===== src/rtl/latch_q_sampler.sv =====
// latch_q_sampler
// Synchronous sampler for the asynchronous output Q of an upstream 2-bit latch.
// Q is brought into the CLK domain through two flops. A new value is accepted only
// after it has been stable for STABLE_CYCLES cycles. Each accepted value is reported
// through a VALID/ACK handshake, and the block keeps a saturating change counter.
//
// Ports:
//   CLK       clock; all state changes on its rising edge
//   SRST      synchronous active-high reset; overrides every other input
//   Q_IN      latch output Q, asynchronous to CLK
//   ACK       consumer acknowledge for the pending report
//   DATA_OUT  last accepted value (registered)
//   VALID     a report is pending on DATA_OUT (registered)
//   CHG_CNT   number of accepted changes, saturating (registered)
//   OVERRUN   sticky: the input changed while a report was pending (registered)
module latch_q_sampler #(
    parameter int unsigned WIDTH         = 2,
    parameter int unsigned STABLE_CYCLES = 3,
    parameter int unsigned CNT_WIDTH     = 8
) (
    input  logic                 CLK,
    input  logic                 SRST,
    input  logic [WIDTH-1:0]     Q_IN,
    input  logic                 ACK,
    output logic [WIDTH-1:0]     DATA_OUT,
    output logic                 VALID,
    output logic [CNT_WIDTH-1:0] CHG_CNT,
    output logic                 OVERRUN
);

    localparam int unsigned           STAB_W    = 4;
    localparam logic [STAB_W-1:0]     STAB_LAST = STAB_W'(STABLE_CYCLES - 1);
    localparam logic [CNT_WIDTH-1:0]  CNT_MAX   = '1;

    typedef enum logic [1:0] {
        IDLE   = 2'd0,
        SETTLE = 2'd1,
        REPORT = 2'd2
    } state_e;

    state_e                state_q, state_d;
    logic [WIDTH-1:0]      s1_q, s1_d;
    logic [WIDTH-1:0]      s2_q, s2_d;
    logic [WIDTH-1:0]      cand_q, cand_d;
    logic [STAB_W-1:0]     stab_q, stab_d;
    logic [WIDTH-1:0]      data_out_q, data_out_d;
    logic                  valid_q, valid_d;
    logic [CNT_WIDTH-1:0]  chg_cnt_q, chg_cnt_d;
    logic                  overrun_q, overrun_d;

    // State register; reset wins over everything, including a coincident ACK.
    always_ff @(posedge CLK) begin
        if (SRST) begin
            state_q    <= IDLE;
            s1_q       <= '0;
            s2_q       <= '0;
            cand_q     <= '0;
            stab_q     <= '0;
            data_out_q <= '0;
            valid_q    <= 1'b0;
            chg_cnt_q  <= '0;
            overrun_q  <= 1'b0;
        end else begin
            state_q    <= state_d;
            s1_q       <= s1_d;
            s2_q       <= s2_d;
            cand_q     <= cand_d;
            stab_q     <= stab_d;
            data_out_q <= data_out_d;
            valid_q    <= valid_d;
            chg_cnt_q  <= chg_cnt_d;
            overrun_q  <= overrun_d;
        end
    end

    // Synchronizer, qualification and handshake next-state logic.
    always_comb begin
        state_d    = state_q;
        s1_d       = Q_IN;
        s2_d       = s1_q;
        cand_d     = cand_q;
        stab_d     = stab_q;
        data_out_d = data_out_q;
        valid_d    = valid_q;
        chg_cnt_d  = chg_cnt_q;
        overrun_d  = overrun_q;

        case (state_q)
            IDLE: begin
                if (s2_q != data_out_q) begin
                    cand_d  = s2_q;
                    stab_d  = STAB_W'(1);
                    state_d = SETTLE;
                end
            end

            SETTLE: begin
                if (s2_q == data_out_q) begin
                    // Input returned to the reported value: glitch, drop it.
                    state_d = IDLE;
                end else if (s2_q != cand_q) begin
                    // Candidate moved: restart qualification on the new value.
                    cand_d = s2_q;
                    stab_d = STAB_W'(1);
                end else if (stab_q == STAB_LAST) begin
                    data_out_d = cand_q;
                    valid_d    = 1'b1;
                    if (chg_cnt_q != CNT_MAX) begin
                        chg_cnt_d = chg_cnt_q + CNT_WIDTH'(1);
                    end
                    state_d = REPORT;
                end else begin
                    stab_d = stab_q + STAB_W'(1);
                end
            end

            REPORT: begin
                if (ACK) begin
                    valid_d = 1'b0;
                    state_d = IDLE;
                end else if (s2_q != data_out_q) begin
                    overrun_d = 1'b1;
                end
            end

            default: begin
                state_d = IDLE;
            end
        endcase
    end

    assign DATA_OUT = data_out_q;
    assign VALID    = valid_q;
    assign CHG_CNT  = chg_cnt_q;
    assign OVERRUN  = overrun_q;

endmodule

===== config.mk =====
export PLATFORM = sky130hd
export DESIGN_NAME = latch_q_sampler
export DESIGN_NICKNAME = d
export VERILOG_FILES = /design/src/rtl/latch_q_sampler.sv
export SDC_FILE = /design/constraint.sdc
export NUM_CORES = 1
export LEC_CHECK = 0
export ABC_AREA = 1
export CAP_MARGIN = 20
export CORE_MARGIN = 2
export CORE_UTILIZATION = 45
export CTS_CLUSTER_DIAMETER = 120
export DETAILED_ROUTE_END_ITERATION = 6
export MAX_ROUTING_LAYER = met4
export PLACE_DENSITY = 0.64
export SYNTH_ARGS = -nofsm -noshare
export SYNTH_HDL_FRONTEND = slang
export SYNTH_SLANG_ARGS = --single-unit

===== constraint.sdc =====
create_clock -name CLK -period 1.7 [get_ports CLK]
set_input_delay 0.425 -clock CLK [delete_from_list [all_inputs] [get_ports CLK]]
set_output_delay 0.425 -clock CLK [all_outputs]
set_load 0.005 [all_outputs]

* Word level (Yosys, flattened, before mapping) *
Index checks and enable logic that the tools add are counted.

storage, ports and cells
  register bits after elaboration = 24
  bits in latches = 0
  RAM bits = 0
  memory bits (read-only) = 0
  bits of input ports = 5
  output and inout port bits = 12
  logic and storage cells = 60
  memories kept = 0

operators by class
  $add $sub $neg = 2
  $mul = 0
  div/mod/pow operators = 0
  order comparisons = 0
  eq/ne operators = 16
  shift operators = 0
  muxes and demuxes = 20
  bitwise operators = 3
  reductions and logical operators = 10

operator list
  operator             number
  $mux 2               8
  $mux 4               4
  $reduce_and 4->1     4
  $ne 2x2->1 const B   6
  $reduce_and 5->1     2
  $ne 3x3->1 const B   3
  $add 8x1->8 const B  1
  $ne 8x8->1 const B   1
  $pmux 4 s2           1
  $pmux 2 s3           1
  $add 4x1->4 const B  1
  $eq 4x2->1 const B   1
  $mux 1               4
  $ne 2x2->1           2
  $pmux 2 s2           1
  $reduce_bool 2->1    2
  $not 1->1            3
  $reduce_and 3->1     1
  $eq 2x1->1 const B   1
  $eq 2x2->1           1
  $eq 2x2->1 const B   1
  $logic_not 2->1      1
  $pmux 1 s2           1

* Longest topological paths before layout *
Gate-level depths: netlist of run 1.

  word-level depth = 5
  gate-level depth with buffers = 10
  gate-level depth less buffers = 10

* Worst setup path after synthesis of run 1 *
No wires, ideal clock.

  kind = reg-to-reg
  from = reg chg_cnt_q[0], in the netlist CHG_CNT[0]
  to = reg chg_cnt_q[2], in the netlist CHG_CNT[2]
  library setup time = 115 ps
  arrival time = 1,275 ps
  data required time = 1,585 ps
  slack = 310 ps
  stages on the path, launching flop included = 8
  buffers on the path = 1
  period minus slack after synthesis = 1,390 ps
  cells stage by stage = dfxtp_1 > ha_1 > nand3_1 > nor2_1 > nand3_1 > buf_6 > a31oi_1 > nor2_1

on the way
  cells in the longest elaborated chain, start to end = 2
  elaborated cells between the ends (all ways) = 3
  those cells by class = add/sub (1); eq/ne (1); reduce/logical (1)

ends and longest elaborated chain
  item                                                 line  RTL
  from (decl)                                          48    logic [CNT_WIDTH-1:0] chg_cnt_q, chg_cnt_d;
  from (signal assigned)                               71    chg_cnt_q <= chg_cnt_d;
  branches (longest 2 deep; another with $add 8x1->8)  --

Several ways; the timed one is not identified.
A chain may end at the register's enable or synchronous reset.

* Worst setup path after layout of run 1 *
  from = reg data_out_q[0], in the netlist DATA_OUT[0]
  to = out DATA_OUT[0]

RTL lines
  item                    line  RTL
  from (decl)             46    logic [WIDTH-1:0] data_out_q, data_out_d;
  from (signal assigned)  69    data_out_q <= data_out_d;
  to (decl)               25    output logic [WIDTH-1:0] DATA_OUT,

No word-level cell between the ends.

==> results of run 1 <==
==> kinds of logic (layout without fill, tap and decap cells) <==
| logic type | count (synthesis) | count (layout) | share of synthesized area |
|---|---|---|---|
| DFF | 24 | 24 | 0.381 |
| AOI/OAI and AO/OA | 26 | 26 | 0.120 |
| adders and majority gates | 3 | 3 | 0.0298 |
| xor gates and xnor gates | 5 | 5 | 0.0348 |
| and+or+nand+nor | 79 | 79 | 0.337 |
| buffers and inverters | 26 | 47 | 0.0973 |
==> routing by layer <==
metal | global-route usage | vias up | wire length (um)
met1 | 0.212 | 449 | 1210
met2 | 0.266 | 13 | 1040
met5 | - | - | 0
met4 | 0.0598 | 0 | 13
li1 | - | 564 | -
met3 | 0.0207 | 2 | 52
==> timing repair <==
action                                  4_1_cts  5_1_grt
cloned                                        0        0
buffers inserted                              0        0
gates resized for setup                       4        6
hold buffers                                  0        0
endpoints found under the setup margin        4        6
==> final timing paths <==
kind                            depth (start not counted)                       to                startpoint  slack [ps]
worst max-delay path                                    1              DATA_OUT[0]  DATA_OUT[0]$_SDFFE_PP0P_          70
worst min register to register                          2       s2_q[1]$_SDFF_PP0_        s1_q[1]$_SDFF_PP0_         410
worst max register to register                          9  CHG_CNT[0]$_SDFFE_PP0P_    stab_q[0]$_SDFFE_PP0P_         200
worst min-delay path                                    2       s2_q[1]$_SDFF_PP0_        s1_q[1]$_SDFF_PP0_         410
==> state kept, by name, summed over array words and instances (netlist names) <==
name,count
s1_q,2
CHG_CNT,8
DATA_OUT,2
OVERRUN,1
s2_q,2
cand_q,2
VALID,1
state_q,2
stab_q,4
==> where the power goes <==
part	switching (mW)	total, mW	internal (mW)
Sequential	0.0112	0.586	0.574
Clock	0.159	0.241	0.0825
Combinational	0.0649	0.104	0.0394
==> worst min-delay path: cells and delay by family (launching register included) <==
kind / cells / cell delay (ps)
flip-flops: 1 / 320
AND/OR/NAND/NOR: 1 / 30
buffers and inverters: 1 / 40
==> final cells by class <==
class,instances,area share
Multi-Input combinational cell,113,0.438
Sequential cell,24,0.330
Timing Repair Buffer,22,0.137
Inverter,22,0.0550
Tap cell,31,0.0258
Clock buffer,3,0.0150
==> cells in the final DEF, fill, tap and decap left out, types with 4 or more instances in the layout <==
| cell type | count |
|---|---|
| a21oi_1 | 10 |
| nand2_1 | 36 |
| inv_1 | 16 |
| nor2_1 | 16 |
| inv_2 | 6 |
| buf_4 | 6 |
| a21oi_2 | 5 |
| o21ai_1 | 6 |
| clkdlybuf4s50_1 | 16 |
| dfxtp_2 | 6 |
| nand2_2 | 4 |
| nand3_2 | 4 |
| nand3_1 | 7 |
| dfxtp_1 | 16 |
==> qor.csv, run 1 <==
stage,metric,value,unit
setup_path,critical path's largest stage delay,510,ps
final_layout,area of the multi-input gates,657,um^2
final_layout,Seq. cell area,495,um^2
sta,Final Max Slew Viols,0,
logic_synthesis,Synth area leader,dfxtp_1,
routing,Via Count,1028,
sta,RSZ-0062 raised after global routing,no,
clock_network,Num CTS Buffers,3,
grt,antenna violations before repair,0,
placed_design,pre-CTS setup slack,185,ps
final_layout,diode count,0,
sta,minimum clock period,1630,ps
sta,final hold violations,0,
logic_synthesis,Mapped Cells,163,
routing,# DRC,0,
clock_network,clock latency on the worst-skew pair,300,ps
routing,Iteration-0 DRC Markers,13,
clock_network,"CTS clk-pin slew, worst paths",130,ps
logic_synthesis,async set or reset register ratio after synthesis,0,
floorplanning,Die Span X,56.9,um
sta,f_max,0.615,GHz
run_status,status,completed,
final_layout,post-route insts no fill,215,
floorplanning,Die Area,3240,um^2
logic_synthesis,cell area after synthesis,1260,um^2
routing,WL per Instance,10.8,um
pwr,Power Total,931,uW
final_layout,final instance area,1500,um^2
floorplanning,Die Y,56.9,um
setup_path,Crit. End Element,primary output,
setup_path,Buf/Inv on CP,1,
routing,final WL,2320,um
routing,DR pass1 iterations,2,
logic_synthesis,Synth Flop Type,dfxtp_1,
setup_path,critical path launch point type,register,
setup_path,CP top delay family,buffers and inverters,
grt,pin count of the biggest net entering global routing,13,
final_layout,share of cells above drive strength 1,0.234,
sta,Worst slew margin,0.810,
routing,Detail Route Antenna Nets,0,
floorplanning,Initial Util,0.465,
floorplanning,IO Pins,17,
grt,total grt overflow,0,
logic_synthesis,ranking of synthesized cells by area,"dfxtp_1, nand2_1, inv_1",
run,max-cap viol count,0,
logic_synthesis,Synthesis Warnings,0,
grt,first-pass GRT wire length,4150,um
pwr,pwr dens,620,nW/um^2
clock_network,Clock H-tree levels,1,
sta,final setup TNS,0,ps
logic_synthesis,most frequent cells after synthesis,"nand2_1, dfxtp_1, inv_1, nor2_1, a21oi_1",
placed_design,routability cong.,0.814,
final_layout,Nets,194,
setup_path,"Critical Path, Cell by Cell",clkdlybuf4s50_1,
pwr,maximum vdd drop,0.373,mV
logic_synthesis,library cells used by synthesis,29,
routing,vias per cell,4.78,
placed_design,Port Buffers,16,
clock_network,CTS sink cnt,24,
logic_synthesis,sequential element share of the synthesized area,0.381,
sta,worst hold margin,411,ps
logic_synthesis,share of the synthesized area in the top cell type,0.381,
logic_synthesis,"EDFF count, synth",0,
logic_synthesis,average size of a mapped cell,7.73,um^2
sta,actual slew at the worst max-slew pin,283,ps
pwr,Leak Pwr,0.614,nW
floorplanning,CORE AREA,2710,um^2
setup_path,crit path max fanout,4,
floorplanning,row count,19,
sta,# setup viols final,0,
logic_synthesis,#FFs+latches synth,24,
clock_network,Root Buffer,clkbuf_4,
final_layout,area delta synth->final,19.2,%
setup_path,Crit path required time,1270,ps
placed_design,post-DP HPWL,1830,um
placed_design,placed cells,212,
sta,part of the cycle the worst path needs,0.957,
grt,vias in the first global route,1000,
logic_synthesis,"count leader, synth",nand2_1,
clock_network,Max Root-Sink Buffers,2,
clock_network,CTS tree,done,
final_layout,# fillers,259,
final_layout,Final Core Density,0.554,
sta,clock skew,6.65,ps
setup_path,Crit Path Class,register to primary output,
setup_path,crit path max-delay cell type,clkdlybuf4s50_1,
setup_path,Critical Path AT,1200,ps
grt,GRT Total Usage,0.165,
placed_design,dpl cell area,1460,um^2
logic_synthesis,Syn Nets,171,
min_path,worst min path class,register to register,
sta,PnR worst setup slack,72.9,ps
(Power assumes the default switching activity.)
==> run 2: changes to the inputs <==
--- a/config.mk
+++ b/config.mk
@@ -6,7 +6,6 @@
 export NUM_CORES = 1
 export LEC_CHECK = 0
 export ABC_AREA = 1
-export CAP_MARGIN = 20
 export CORE_MARGIN = 2
 export CORE_UTILIZATION = 45
 export CTS_CLUSTER_DIAMETER = 120
==> results of run 2 <==
The final DEF is identical to that of run 1; final timing and power are the same.
==> run 3: changes to the inputs <==
--- a/config.mk
+++ b/config.mk
@@ -6,6 +6,7 @@
 export NUM_CORES = 1
 export LEC_CHECK = 0
 export ABC_AREA = 1
+export ABC_CLOCK_PERIOD_IN_PS = 1700
 export CORE_MARGIN = 2
 export CORE_UTILIZATION = 45
 export CTS_CLUSTER_DIAMETER = 120
==> results of run 3 <==
The final DEF is identical to that of run 1; final timing and power are the same.
